[src/rtl/ldpc_pkg.sv]
// Shared constants, FSM state type and frame bit-offset helper for the LDPC front end.
package ldpc_pkg;

  localparam int unsigned N       = 12;
  localparam int unsigned LLR_W   = 6;
  localparam int unsigned MAX_CYC = 32;
  localparam int unsigned CNT_W   = 6;
  localparam int unsigned BEAT_W  = $clog2(N);
  localparam int unsigned FRAME_W = N * LLR_W;
  localparam int unsigned OFF_W   = $clog2(FRAME_W);

  typedef enum logic [1:0] {
    StIdle,
    StLaunch,
    StWait,
    StResult
  } state_e;

  // LSB position of LLR k; the first LLR of a frame sits in the MSBs.
  function automatic int unsigned llr_lsb(input int unsigned k);
    return LLR_W * (N - 1 - k);
  endfunction

endpackage

[src/rtl/ldpc_frame_scheduler_if.sv]
// LLR input stream and result stream of the LDPC frame scheduler.
interface ldpc_frame_scheduler_if;
  import ldpc_pkg::*;

  logic             llr_valid;
  logic             llr_ready;
  logic [LLR_W-1:0] llr_data;
  logic             llr_last;
  logic             out_valid;
  logic             out_ready;
  logic [N-1:0]     out_v_hat;
  logic             out_converged;
  logic [CNT_W-1:0] out_cycles;

  modport master (
    output llr_valid, llr_data, llr_last, out_ready,
    input  llr_ready, out_valid, out_v_hat, out_converged, out_cycles
  );

  modport slave (
    input  llr_valid, llr_data, llr_last, out_ready,
    output llr_ready, out_valid, out_v_hat, out_converged, out_cycles
  );

endinterface

[src/rtl/ldpc_llr_assembler.sv]
// Collects N serial LLR beats into one frame, checks framing, and holds it until taken.
module ldpc_llr_assembler
  import ldpc_pkg::*;
(
  input  logic               clk,
  input  logic               rst,
  input  logic               llr_valid_i,
  input  logic [LLR_W-1:0]   llr_data_i,
  input  logic               llr_last_i,
  output logic               llr_ready_o,
  input  logic               take_i,
  output logic               asm_full_o,
  output logic [FRAME_W-1:0] asm_data_o,
  output logic               frame_err_o
);

  localparam logic [BEAT_W-1:0] LastBeat = BEAT_W'(N - 1);

  logic [BEAT_W-1:0]  cnt_q, cnt_d;
  logic [FRAME_W-1:0] asm_q, asm_d;
  logic               full_q, full_d;
  logic               err_q, err_d;
  logic               rdy_q;
  logic               fire;
  logic               at_end;
  logic [OFF_W-1:0]   off;

  // rdy_q keeps llr_ready low until the first clock edge after reset release.
  assign llr_ready_o = rdy_q && !full_q;
  assign fire        = llr_valid_i && llr_ready_o;
  assign at_end      = (cnt_q == LastBeat);
  assign off         = OFF_W'(llr_lsb(32'(cnt_q)));
  assign asm_full_o  = full_q;
  assign asm_data_o  = asm_q;
  assign frame_err_o = err_q;

  always_comb begin
    cnt_d  = cnt_q;
    asm_d  = asm_q;
    full_d = full_q;
    err_d  = 1'b0;
    if (take_i) begin
      full_d = 1'b0;
    end
    if (fire) begin
      asm_d[off +: LLR_W] = llr_data_i;
      cnt_d = cnt_q + 1'b1;
      if (llr_last_i || at_end) begin
        cnt_d = '0;
        if (llr_last_i && at_end) begin
          full_d = 1'b1;
        end else begin
          err_d = 1'b1;
        end
      end
    end
  end

  always_ff @(posedge clk or posedge rst) begin
    if (rst) begin
      cnt_q  <= '0;
      asm_q  <= '0;
      full_q <= 1'b0;
      err_q  <= 1'b0;
      rdy_q  <= 1'b0;
    end else begin
      cnt_q  <= cnt_d;
      asm_q  <= asm_d;
      full_q <= full_d;
      err_q  <= err_d;
      rdy_q  <= 1'b1;
    end
  end

endmodule

[src/rtl/ldpc_frame_scheduler.sv]
// Launches assembled frames into the LDPC decoder and returns hard decisions with a
// converged/timeout flag; assembly of the next frame overlaps decoding.
module ldpc_frame_scheduler
  import ldpc_pkg::*;
(
  input  logic                 clk,
  input  logic                 rst,
  ldpc_frame_scheduler_if.slave bus_io,
  output logic                 dec_lambda_valid_o,
  output logic [FRAME_W-1:0]   dec_lambda_o,
  input  logic [N-1:0]         dec_v_hat_i,
  input  logic                 dec_done_i,
  output logic                 frame_err_o,
  output logic                 busy_o
);

  state_e             state_q, state_d;
  logic [FRAME_W-1:0] lambda_q, lambda_d;
  logic [CNT_W-1:0]   cyc_q, cyc_d;
  logic [N-1:0]       vhat_q, vhat_d;
  logic               conv_q, conv_d;
  logic [CNT_W-1:0]   ocyc_q, ocyc_d;
  logic               take;
  logic               asm_full;
  logic [FRAME_W-1:0] asm_data;

  ldpc_llr_assembler u_asm (
    .clk         (clk),
    .rst         (rst),
    .llr_valid_i (bus_io.llr_valid),
    .llr_data_i  (bus_io.llr_data),
    .llr_last_i  (bus_io.llr_last),
    .llr_ready_o (bus_io.llr_ready),
    .take_i      (take),
    .asm_full_o  (asm_full),
    .asm_data_o  (asm_data),
    .frame_err_o (frame_err_o)
  );

  always_comb begin
    state_d  = state_q;
    lambda_d = lambda_q;
    cyc_d    = cyc_q;
    vhat_d   = vhat_q;
    conv_d   = conv_q;
    ocyc_d   = ocyc_q;
    take     = 1'b0;
    unique case (state_q)
      StIdle: begin
        if (asm_full) begin
          lambda_d = asm_data;
          take     = 1'b1;
          state_d  = StLaunch;
        end
      end
      StLaunch: begin
        cyc_d   = '0;
        state_d = StWait;
      end
      StWait: begin
        cyc_d = cyc_q + 1'b1;
        // Counter 0 masks a done left over from the previous frame.
        if ((cyc_q != '0) && dec_done_i) begin
          vhat_d  = dec_v_hat_i;
          conv_d  = 1'b1;
          ocyc_d  = cyc_q;
          state_d = StResult;
        end else if (cyc_q == CNT_W'(MAX_CYC)) begin
          vhat_d  = dec_v_hat_i;
          conv_d  = 1'b0;
          ocyc_d  = CNT_W'(MAX_CYC);
          state_d = StResult;
        end
      end
      StResult: begin
        if (bus_io.out_ready) begin
          state_d = StIdle;
        end
      end
      default: state_d = StIdle;
    endcase
  end

  always_ff @(posedge clk or posedge rst) begin
    if (rst) begin
      state_q  <= StIdle;
      lambda_q <= '0;
      cyc_q    <= '0;
      vhat_q   <= '0;
      conv_q   <= 1'b0;
      ocyc_q   <= '0;
    end else begin
      state_q  <= state_d;
      lambda_q <= lambda_d;
      cyc_q    <= cyc_d;
      vhat_q   <= vhat_d;
      conv_q   <= conv_d;
      ocyc_q   <= ocyc_d;
    end
  end

  assign dec_lambda_valid_o   = (state_q == StLaunch);
  assign dec_lambda_o         = lambda_q;
  assign busy_o               = (state_q == StLaunch) || (state_q == StWait);
  assign bus_io.out_valid     = (state_q == StResult);
  assign bus_io.out_v_hat     = vhat_q;
  assign bus_io.out_converged = conv_q;
  assign bus_io.out_cycles    = ocyc_q;

endmodule

[src/flat_wrapper.sv]
// flat-port wrapper written by rule: the top's interface ports become plain ports
module ldpc_frame_scheduler_flat import ldpc_pkg::*;
  (clk, rst, dec_lambda_valid_o, dec_lambda_o, dec_v_hat_i, dec_done_i, frame_err_o, busy_o, bus_io_llr_valid, bus_io_llr_data, bus_io_llr_last, bus_io_out_ready, bus_io_llr_ready, bus_io_out_valid, bus_io_out_v_hat, bus_io_out_converged, bus_io_out_cycles);
  ldpc_frame_scheduler_if bus_io_i ();
  input  logic clk;
  input  logic rst;
  output logic dec_lambda_valid_o;
  output logic [FRAME_W-1:0] dec_lambda_o;
  input  logic [N-1:0] dec_v_hat_i;
  input  logic dec_done_i;
  output logic frame_err_o;
  output logic busy_o;
  input wire logic [$bits(bus_io_i.llr_valid)-1:0] bus_io_llr_valid;
  input wire logic [$bits(bus_io_i.llr_data)-1:0] bus_io_llr_data;
  input wire logic [$bits(bus_io_i.llr_last)-1:0] bus_io_llr_last;
  input wire logic [$bits(bus_io_i.out_ready)-1:0] bus_io_out_ready;
  output wire logic [$bits(bus_io_i.llr_ready)-1:0] bus_io_llr_ready;
  output wire logic [$bits(bus_io_i.out_valid)-1:0] bus_io_out_valid;
  output wire logic [$bits(bus_io_i.out_v_hat)-1:0] bus_io_out_v_hat;
  output wire logic [$bits(bus_io_i.out_converged)-1:0] bus_io_out_converged;
  output wire logic [$bits(bus_io_i.out_cycles)-1:0] bus_io_out_cycles;
  assign bus_io_i.llr_valid = bus_io_llr_valid;
  assign bus_io_i.llr_data = bus_io_llr_data;
  assign bus_io_i.llr_last = bus_io_llr_last;
  assign bus_io_i.out_ready = bus_io_out_ready;
  assign bus_io_llr_ready = bus_io_i.llr_ready;
  assign bus_io_out_valid = bus_io_i.out_valid;
  assign bus_io_out_v_hat = bus_io_i.out_v_hat;
  assign bus_io_out_converged = bus_io_i.out_converged;
  assign bus_io_out_cycles = bus_io_i.out_cycles;
  ldpc_frame_scheduler u_core (.clk(clk), .rst(rst), .bus_io(bus_io_i), .dec_lambda_valid_o(dec_lambda_valid_o), .dec_lambda_o(dec_lambda_o), .dec_v_hat_i(dec_v_hat_i), .dec_done_i(dec_done_i), .frame_err_o(frame_err_o), .busy_o(busy_o));
endmodule
[config.mk]
export PLATFORM = sky130hd
export DESIGN_NAME = ldpc_frame_scheduler_flat
export DESIGN_NICKNAME = d
export VERILOG_FILES = /design/src/rtl/ldpc_pkg.sv /design/src/rtl/ldpc_frame_scheduler_if.sv /design/src/rtl/ldpc_llr_assembler.sv /design/src/rtl/ldpc_frame_scheduler.sv /design/src/flat_wrapper.sv
export SDC_FILE = /design/constraint.sdc
export NUM_CORES = 1
export LEC_CHECK = 0
export ABC_AREA = 0
export CAP_MARGIN = 20
export CORE_ASPECT_RATIO = 0.6
export CORE_MARGIN = 2
export CORE_UTILIZATION = 55
export DETAILED_ROUTE_END_ITERATION = 10
export DONT_BUFFER_PORTS = 1
export GPL_TIMING_DRIVEN = 0
export PLACE_DENSITY = 0.71
export SLEW_MARGIN = 20
export SYNTH_ARGS = -nofsm -noshare
export SYNTH_HDL_FRONTEND = slang
export SYNTH_SLANG_ARGS = --single-unit
[constraint.sdc]
create_clock -name clk -period 5 [get_ports clk]
set_clock_uncertainty 0.1 [all_clocks]
set_input_delay 0.5 -clock clk [delete_from_list [all_inputs] [get_ports clk]]
set_output_delay 0.5 -clock clk [all_outputs]
set_load 0.02 [all_outputs]
==> flow_summary.ini <==
[status]
outcome = finished, final reports clean

[clock_tree]
numCtsBuffers = 17
cts_tree = done
clkLatencyLatePin_ps = 430
htreeDepth = 4
cts_resized = 0
cts.clk_slew.worst_paths_ps = 80
clock-sinks = 178
cts_buffer_depth = 2
cts_root_buffer = clkbuf_16

[hold_path]
hold_depth = 1
holdPathEnd = u_core.bus_io.out_v_hat[1]
worstHoldPathType = input pin to flop
hp-start = dec_v_hat_i[1]

[logic_synthesis]
avgSynthCellArea_um2 = 12.02
synth_commonest_cells = 178 x dfrtp_1, 153 x mux2_2, 39 x nand2_1, 35 x o21ai_0, 27 x nor2_1
syn_inst = 704
ys_seq_area_frac = 0.5265
yosysMostFrequentCell = dfrtp_1
ys_types = 65
synth_fp_nets = 745
synth_edf_count = 0
synth_area_leaders = dfrtp_1 53%, mux2_2 20%, ha_1 2.4%
async_reset_ff_frac = 1.000
syn_area_um2 = 8461
synth_seq_cells = 178
ys.flop_type = dfrtp_1
ys_warn_count = 0
synth_top_area_frac = 0.5265
synth_largest_area_cell = dfrtp_1

[route]
ant_nets = 0
wire_per_inst_um = 23.91
drt_iter0_markers = 550
dr.pass1.iters = 5
drc_errors = 0
vias = 5915
wirelength_um = 22600
vias_per_cell = 6.259

[cells_and_area]
diodes = 0
final_util = 0.6213
drive_gt1_frac = 0.2817
nNetsFinal = 770
area_growth_pct = 11.59

[placed_design]
gp_congestion = 0.9323
port_buffers = 0
post-place-ws_ps = 469.0
place_hpwl_um = 16940

[sta]
rsz0062_at_grt = false
drv_slew = 0
worst_slack_ps = 355.6
hold_viol = 0
tns_ps = 0
clock.fmax_mhz = 215.3
fin_crit_sh = 0.9289
period_needed_ps = 4644
worst_slew_pin_slew_ps = 1084
relSlewSlack = 0.2695
setup_violations = 0

[setup_path]
crit_fanout = 11
crit_type = flop to flop
worstPathArrival_ps = 4850
cp_common_cell = clkbuf_1
slowest_delay_ps = 540
timing.rr.end = u_core.u_asm.asm_data_o[60]
reg2reg_depth = 11
critical-path-slowest-cell = or3b_2
r2r_start = u_core.u_asm.cnt_q[0]
startpoint_type = flop
end_kind = flop
cp.required_ps = 5210
rrSetupSlack_ps = 360
path_cells = inv_1 > clkbuf_1 > ha_1 > fa_1 > or3b_2 > nor2_1 > o211ai_2 > clkbuf_1 > a31oi_1 > o22ai_1 > mux2_2

[grt]
grt_pass1_wl_um = 35130
grt_use_total = 0.2865
grt_max_degree = 37
gr-total-overflow = 0
grt_pass1_vias = 5981
antenna_found_initial = 0

[floorplanning]
fp.coreArea_um2 = 15200
start_util = 0.5568
die_area_um2 = 16420
die_w_um = 164.1
dieHeight_um = 100.1
io_pins = 120
placementRows = 35

[run]
max_cap_viol_count = 0

[power_and_ir_drop]
vdd_ir_drop_max_mv = 0.3220
p_per_area_nw_per_um2 = 531.4
p_leak_uw = 0.004413
[what timing repair did]
item | 4_1_cts | 5_1_grt
endpoints found under the hold margin | 25 | 0
setup buffers | 0 | 0
hold buffers | 1 | 0
[critical path, delay by kind of cell (launching register included)]
kind / cells / cell delay [ps]
AOI/OAI and AO/OA: 3 / 790
adders and majority gates: 2 / 900
DFF: 1 / 480
and+or+nand+nor: 2 / 890
muxes: 1 / 330
buffers and inverters: 3 / 1030
[worst max path at each step]
| stage | cells after the start | from | slack (ps) | to |
|---|---|---|---|---|
| finish | 11 | u_core.u_asm.cnt_q[0] | 360 | u_core.u_asm.asm_data_o[60] |
| global route | 11 | u_core.u_asm.cnt_q[0] | 130 | u_core.u_asm.asm_data_o[14] |
| CTS | 11 | u_core.u_asm.cnt_q[0] | 440 | u_core.u_asm.asm_data_o[14] |
| detailed placement | 11 | u_core.u_asm.cnt_q[0] | 470 | u_core.u_asm.asm_data_o[15] |
| global placement | 11 | u_core.u_asm.cnt_q[0] | 470 | u_core.u_asm.asm_data_o[13] |
| floorplan | 11 | u_core.u_asm.cnt_q[0] | 1300 | u_core.u_asm.asm_data_o[4] |
[through the flow]
step / instances / total power (µW) / hold WS, ps / instance area [µm²]
after floorplan: 704 / 3146 / 362.0 / 8464
after global placement: 907 / 3582 / 386.3 / 8718
after detailed placement: 912 / 3659 / 374.3 / 8826
after CTS: 945 / 5005 / 106.8 / 9442
after global routing: 945 / 5262 / 102.2 / 9442
final: 945 / 5017 / 117.6 / 9442
[kinds of logic (layout without fill, tap and decap cells)]
logic type	Yosys count	in the layout	share of synthesized area
other cells	1	1	0.0004432
compound gates	119	119	0.09184
simple gates	161	161	0.1007
mux	159	159	0.2107
fa+ha+maj	17	17	0.02603
flops	178	178	0.5265
xor+xnor	11	11	0.01656
buf+inv	58	96	0.02721
[final cells by class]
| cell class | count | area (µm²) |
|---|---|---|
| buffer | 34 | 140.1 |
| clock buffer | 18 | 429.2 |
| clock inverter | 14 | 176.4 |
| fill | 1152 | 5754 |
| inverter | 24 | 93.84 |
| multi-input combinational | 468 | 3776 |
| sequential | 178 | 4454 |
| tap | 203 | 254.0 |
| timing repair buffer | 6 | 117.6 |
[per-layer routing]
| layer | global-route usage | up-vias | part of all wire | wire length [µm] |
|---|---|---|---|---|
| li1 | - | 2635 | - | - |
| met1 | 0.4493 | 3013 | 0.49 | 11110 |
| met2 | 0.4020 | 246 | 0.42 | 9539 |
| met3 | 0.07645 | 21 | 0.080 | 1799 |
| met4 | 0.05263 | 0 | 0.0068 | 153 |
| met5 | 0 | - | 0 | 0 |
[flip-flops by register name, summed over array words and instances, names as in the netlist]
register                     flops
u_core.bus_io.out_converged      1
u_core.bus_io.out_cycles         6
u_core.bus_io.out_v_hat         12
u_core.cyc_q                     6
u_core.dec_lambda_o             72
u_core.state_q                   2
u_core.u_asm.asm_data_o         72
u_core.u_asm.asm_full_o          1
u_core.u_asm.cnt_q               4
u_core.u_asm.frame_err_o         1
u_core.u_asm.rdy_q               1
[cell usage in the layout (no fill, tap or decap), types with 3 or more instances in the layout]
cell       synthesis  layout
mux2i_1            6       6
clkbuf_16          0      17
inv_8              0       4
ha_1              16      16
dfrtp_1          178     178
o22ai_1           15      15
o32ai_1            8       8
nor3_1            19      19
buf_12             0       4
buf_1              3       3
a22o_1             4       4
a22oi_1            3       3
clkbuf_1          23      24
nor2b_1           10      10
o21ai_0           35      35
nand3_1           23      23
a31oi_1            9       9
nor2_1            27      27
xnor2_1            6       6
a21o_1             3       3
inv_1             24      23
nand2_1           39      39
o21ai_1            3       3
nand4_1            6       6
clkinv_8           0       5
nor4_1             9       9
a21oi_1           16      16
mux2_2           153     153
nand3b_1           3       3
and2_1             4       4
o32a_1             3       3
buf_2              7       7
[power breakdown]
part	internal, µW	switching, µW
registers	1720	295
clock network	682	661
logic	608	1050
total	3010	2000
Power figures use the tool's default switching activity.
